===== src/rtl/mimo_frame_loader.sv =====
// Detector input stage: assembles a word-serial H/y channel frame into flat buses,
// double-buffered so one frame is presented while the next one loads.
module mimo_frame_loader #(
    parameter int WL          = 16,
    parameter int FRAME_WORDS = 72
) (
    input  logic                  clk,
    input  logic                  rst,
    input  logic [WL-1:0]         in_data,
    input  logic                  in_valid,
    input  logic                  in_last,
    output logic                  in_ready,
    output logic [64*WL-1:0]      Hmatrix_o,
    output logic [8*WL-1:0]       Yarray_o,
    output logic                  out_valid,
    input  logic                  out_ready,
    output logic                  frame_err
);
    localparam int H_WORDS = 64;

    typedef enum logic [1:0] {LOAD_H, LOAD_Y, STALL} state_t;

    state_t                                  state;
    logic [1:0][FRAME_WORDS-1:0][WL-1:0]     bank;
    logic [1:0]                              full;
    logic [1:0]                              full_n;
    logic                                    wr_bank;
    logic                                    rd_bank;
    logic                                    wr_n;
    logic                                    rd_n;
    logic [6:0]                              idx;
    logic                                    accept;
    logic                                    last_idx;
    logic                                    bad;
    logic                                    done;
    logic                                    take;

    assign accept   = in_valid & in_ready;
    assign last_idx = (idx == 7'(FRAME_WORDS - 1));
    assign bad      = accept & (in_last != last_idx);
    assign done     = accept & in_last & last_idx;
    assign take     = out_valid & out_ready;
    assign rd_n     = rd_bank ^ take;
    assign wr_n     = wr_bank ^ done;

    // Release is applied before completion so a same-edge release keeps in_ready up.
    always_comb begin
        full_n = full;
        if (take) full_n[rd_bank] = 1'b0;
        if (done) full_n[wr_bank] = 1'b1;
    end

    always_ff @(posedge clk or negedge rst) begin
        if (!rst) begin
            state     <= LOAD_H;
            bank      <= '0;
            full      <= '0;
            wr_bank   <= 1'b0;
            rd_bank   <= 1'b0;
            idx       <= '0;
            in_ready  <= 1'b1;
            out_valid <= 1'b0;
            frame_err <= 1'b0;
        end else begin
            full      <= full_n;
            wr_bank   <= wr_n;
            rd_bank   <= rd_n;
            out_valid <= full_n[rd_n];
            frame_err <= bad;
            if (accept) bank[wr_bank][idx] <= in_data;

            case (state)
                LOAD_H, LOAD_Y: begin
                    if (accept) begin
                        if (bad) begin
                            state <= LOAD_H;
                            idx   <= '0;
                        end else if (done) begin
                            idx <= '0;
                            if (full_n[wr_n]) begin
                                state    <= STALL;
                                in_ready <= 1'b0;
                            end else begin
                                state <= LOAD_H;
                            end
                        end else begin
                            idx <= idx + 7'd1;
                            if (idx == 7'(H_WORDS - 1)) state <= LOAD_Y;
                        end
                    end
                end
                STALL: begin
                    // Uses the registered flag: resume one cycle after the release edge.
                    if (!full[wr_bank]) begin
                        state    <= LOAD_H;
                        in_ready <= 1'b1;
                    end
                end
                default: begin
                    state    <= LOAD_H;
                    in_ready <= 1'b1;
                end
            endcase
        end
    end

    // The presented bank is never written while full, so these stay stable under backpressure.
    assign Hmatrix_o = bank[rd_bank][H_WORDS-1:0];
    assign Yarray_o  = bank[rd_bank][FRAME_WORDS-1:H_WORDS];

endmodule


===== config.mk =====
export PLATFORM = sky130hd
export DESIGN_NAME = mimo_frame_loader
export DESIGN_NICKNAME = d
export VERILOG_FILES = /design/src/rtl/mimo_frame_loader.sv
export SDC_FILE = /design/constraint.sdc
export NUM_CORES = 2
export LEC_CHECK = 0
export ABC_CLOCK_PERIOD_IN_PS = 2500
export BUFFER_PORTS_ARGS = -buffer_cell sky130_fd_sc_hd__buf_2
export CAP_MARGIN = 15
export CORE_AREA = 2 2 455 457
export DETAILED_ROUTE_END_ITERATION = 8
export DIE_AREA = 0 0 457 459
export GPL_ROUTABILITY_DRIVEN = 0
export GPL_TIMING_DRIVEN = 0
export PLACE_DENSITY = 0.69
export SLEW_MARGIN = 20
export SYNTH_ARGS = -nofsm -noshare
export SYNTH_HDL_FRONTEND = slang
export SYNTH_SLANG_ARGS = --single-unit

===== constraint.sdc =====
create_clock -name clk -period 2.5 [get_ports clk]
set_input_delay 0.375 -clock clk [delete_from_list [all_inputs] [get_ports clk]]
set_output_delay 0.375 -clock clk [all_outputs]
set_load 0.005 [all_outputs]

## Yosys cells after proc, flatten, opt, wreduce, memory -nomap -nowiden

Index checks and enable logic that the tools add are counted.

- Register bits: 2320
- Input port bits: 21
- Output and inout port bits: 1155
- Logic and storage cells: 224

- $add $sub $neg: 1
- Order comparisons: 8
- Equality and inequality tests: 11
- Multiplexer cells: 34
- Bitwise gates (word level): 10
- Reduce and logical (&&, ||, !) cells: 8

Operators by type and width:

| operator | number |
|---|---|
| $mux W1152 | 3 |
| $bwmux W2304 | 1 |
| $demux W1152 S1 | 1 |
| $demux W16 S7 | 1 |
| $mux W16 | 1 |
| $mux W2 | 8 |
| $mux W7 | 2 |
| $mux W1 | 13 |
| $ne A2 B2 Y1 const B | 5 |
| $lt A1 B2 Y1 const B | 4 |
| $lt A7 B8 Y1 const B | 1 |
| $add A7 B1 Y7 const B | 1 |
| $eq A7 B6 Y1 const B | 1 |
| $eq A7 B7 Y1 const B | 1 |
| $ge A7 B1 Y1 const B | 1 |
| $and A1 B1 Y1 | 5 |
| $reduce_and A5 Y1 | 1 |
| $ne A4 B4 Y1 const B | 1 |
| $pmux W2 S2 | 1 |
| $logic_and A1 B1 Y1 | 3 |
| $reduce_and A3 Y1 | 1 |
| $and A2 B2 Y2 | 1 |
| $demux W1 S1 | 2 |
| $eq A2 B1 Y1 const B | 1 |
| 10 further kinds | 12 |

## Longest topological paths before layout

- Depth after elaboration: 16
- Gate-level depth with buffers: 7

## Worst setup path after synthesis

No wires, ideal clock.

- Path kind: flip-flop to flip-flop
- Start: register in_ready
- End: register bank[469] in the netlist's numbering
- Data arrival time: 2.214 ns
- Path slack: 0.162 ns
- Stages on the path, launching flop included: 8
- Buffers on the path: 4
- Clock period less this slack: 2.338 ns
- Path through: dfstp_2 > buf_2 > nand4b_1 > buf_2 > buf_2 > nor3_2 > buf_4 > mux2_2

- Cells in the longest elaborated chain, start to end: 1

Ends and longest elaborated chain:

| element | RTL line | source |
|---|---|---|
| start: declaration | 12 | `output logic in_ready,` |
| start signal: assignment | 61 | `in_ready <= 1'b1;` |
| start signal: assignment | 82 | `in_ready <= 1'b0;` |
| start signal: assignment | 96 | `in_ready <= 1'b1;` |
| $and A1 B1 Y1 | 38 | `assign accept = in_valid & in_ready;` |
| end signal: indexed assignment | 70 | `if (accept) bank[wr_bank][idx] <= in_data;` |
| end: declaration | 24 | `logic [1:0][FRAME_WORDS-1:0][WL-1:0] bank;` |

Every way passes these cells.
A chain may end at the register's enable or synchronous reset.

## Final worst setup path

- Start: register rd_bank
- End: output Hmatrix_o[157]

- Cells in the longest elaborated chain, start to end: 2

Ends and longest elaborated chain:

| element | RTL line | source |
|---|---|---|
| start: declaration | 28 | `logic rd_bank;` |
| start signal: assignment | 67 | `rd_bank <= rd_n;` |
| $mux W1152 (2 in a row) | -- |  |
| end: declaration | 13 | `output logic [64*WL-1:0] Hmatrix_o,` |

Every way passes these cells. The select of a mux whose other input is x is not followed.

==> out/metrics.yaml <==
pwr-share-seq: 0.485
vdd_drop_max_uv: 816
globalRouteMet2Util: 0.580
fmax_mhz: 327
synth.most_common_cell: "mux2_2"
clk_latency_ns: 0.91
finClkSkew_ns: 0.0301
worst_slew_margin_rel: 0.157
use_met1: 0.485
powerDensity_nw_per_um2: 611
place_hpwl_um: 283000
arrival_ns: 2.68
synth_common_cells: "mux2_2, dfrtp_1, clkbuf_1"
clock_path_buffers: 3
wl_per_cell_um: 36.3
cts_tree: "done"
antenna_found_initial: 51
rsz0062_at_grt: "true"
routed-via-count: 66300
htreeDepth: 4
hold_viol_final: 322
path_class: "flop to output port"
grt_max_degree: 145
chipWidth_um: 457
drtIter0Drc: 5105
cp.required_ns: 2.12
synth_area_leaders: "dfrtp_1, mux2_2, clkbuf_1"
rows: 167
start_kind: "flop"
grt-ovfl-total: 0
yosys_warnings: 0
met3_usage: 0.0893
grt_pass1_vias: 67300
area_growth_syn_to_layout_pct: 24.1
die_h_um: 459
synth_seq_cells: 2320
viasPerCell: 5.96
synth_top_area_cell: "dfrtp_1"
hold_path_class: "input pin to async pin"
async_flop_share: 1.00
syn-cell-area_um2: 102000
leakage_nw: 67.7
cts_root_buf: "clkbuf_16"
fin_ws_ns: -0.559
routed_wl_um: 405000
cp-end-kind: "output port"
max-cap-violations: 0
ys_seq_area_frac: 0.569
swShare: 0.235
portBuffers: 1159
violations: "negative hold slack, negative setup slack"
power_frac_comb: 0.034
status: "complete, but fails checks"
synth_cell_types: 52
synthFlopType: "dfrtp_1"
busiest_layer: "met2"
die_area_um2: 210000
clk_pin_slew_ns: 0.06
avgSynthCellArea_um2: 15.4
syn_nets: 6625
coreArea_um2: 206000
grt_pass1_wl_um: 544000
start_util: 0.496
drive_gt1_frac: 0.677
final_util: 0.615
postCtsHoldBufs: 5
clockPowerShare: 0.480
drc: 0
cts_buffers: 240
synth_edf_count: 0
synthCells: 6603
p_sw_w: 0.0182
synthDominantCellAreaShare: 0.569
path_max_fanout: 10
track_usage: 0.375
holdWs_ns: -0.572
period_needed_ns: 3.06
fin_crit_sh: 1.22
nets: 8239
p_int_w: 0.0591
cts.sink_count: 2320
tightest_slew_ns: 1.26
io_pins: 1176
drt_pre_antenna_iters: 5
antenna_left: 0
finalMaxSlewViolations: 0
setup_viol: 2268
[layer usage]
layer	routed length, um	share of wire
met2	184000	0.45
met4	27400	0.068
met5	0	0
met3	31300	0.077
met1	162000	0.40
[worst max-delay path: stages, from the launching register on]
cell	delay [ns]
dfrtp_1	0.41
clkbuf_16	0.20
buf_16	0.19
clkbuf_16	0.21
clkbuf_8	0.21
mux2_2	0.39
buf_2	0.15
[sequential cells by signal, summed over array words and instances, names as in the netlist]
register and cells:
bank 2304, frame_err 1, full 2, idx 7, in_ready 1, out_valid 1
rd_bank 1, state 2, wr_bank 1
[what timing repair did]
| action | in CTS | in global routing |
|---|---|---|
| gates cloned | 12 | 28 |
| gates resized for setup | 547 | 477 |
| pin swaps | 3 | 23 |
| endpoints found under the hold margin | 275 | 91 |
| buffers inserted | 7 | 121 |
| setup endpoints to repair | 3210 | 3468 |
[final cells by class]
| type | instances | area, um^2 |
|---|---|---|
| fill | 15600 | 79100 |
| tap | 2704 | 3380 |
| inverter | 2 | 7.51 |
| timing repair buffer | 1373 | 9790 |
| clock inverter | 80 | 983 |
| clock buffer | 358 | 7190 |
| multi-input combinational | 3692 | 42200 |
| buffer | 588 | 4830 |
| antenna | 22 | 55.1 |
| sequential | 2320 | 58100 |
[final timing paths]
kind	startpoint	to	slack [ns]	cells past startpoint
max	rd_bank	Hmatrix_o[157]	-0.56	6
min	rst	bank[1751]	-0.57	1
max reg2reg	idx[3]	bank[1021]	-0.48	7
min reg2reg	bank[1768]	bank[1768]	0.48	1
max in group asynchronous	rst	bank[1273]	0.29	5
min in group clk	in_valid	idx[4]	0.17	4
[placed cells by master (no fill, tap or decap), types with 4 or more instances in the layout]
cell | Yosys | routed
buf_4 | 69 | 186
nor3_2 | 42 | 19
mux2_4 | 0 | 162
buf_2 | 114 | 1108
buf_8 | 0 | 16
buf_6 | 9 | 170
nand3_1 | 33 | 14
nor4b_4 | 3 | 4
clkbuf_1 | 397 | 235
clkinvlp_4 | 0 | 11
nand4b_1 | 4 | 4
clkbuf_8 | 0 | 102
mux2_1 | 72 | 72
buf_16 | 0 | 40
clkinv_2 | 0 | 40
clkbuf_2 | 0 | 81
nand2_1 | 7 | 7
bufinv_16 | 0 | 14
dfrtp_1 | 2319 | 2319
o21ai_0 | 9 | 9
nand3_4 | 0 | 14
clkbuf_16 | 0 | 307
inv_6 | 0 | 5
buf_12 | 0 | 54
clkinv_16 | 0 | 6
nor3_4 | 48 | 71
clkbuf_4 | 0 | 17
nand4_1 | 4 | 4
nand3_2 | 24 | 29
nand4bb_1 | 4 | 4
diode_2 | 0 | 22
mux2_2 | 3384 | 3222
[kinds of logic (layout without fill, tap and decap cells)]
kind of cell               Yosys count  count (layout)  synth area share
buffers and inverters              591            2401            0.0263
and+or+nand+nor                    204             204            0.0206
muxes                             3458            3458             0.382
AOI/OAI and AO/OA                   27              27           0.00182
adders and majority gates            1               1          0.000123
DFF                               2320            2320             0.569
xor gates and xnor gates             2               2          0.000172
other                                0              22                 0
[power groups by stage]
stage          Sequential [W]  Combinational, W  Clock, W
6_report               0.0375           0.00266    0.0371
5_1_grt                0.0375           0.00277    0.0389
4_1_cts                0.0376           0.00267    0.0373
3_5_place_dp           0.0382           0.00265         0
3_3_place_gp           0.0383           0.00216         0
2_1_floorplan          0.0382          0.000430         0
[through the flow]
| stage | TNS [ns] | std cells | cell area (um^2) | total power (W) | worst slack, ns |
|---|---|---|---|---|---|
| after floorplan | 0 | 6603 | 102000 | 0.0387 | 0.162 |
| after global placement | - | 10500 | 111000 | 0.0405 | -49.60 |
| after detailed placement | -1494.01 | 10500 | 112000 | 0.0409 | -1.05 |
| after CTS | -1124.80 | 11000 | 123000 | 0.0775 | -0.582 |
| after global routing | -886.72 | 11100 | 126000 | 0.0792 | -0.599 |
| final | -725.36 | 11100 | 127000 | 0.0773 | -0.559 |
Note: power is estimated with default switching activity, not from simulation.
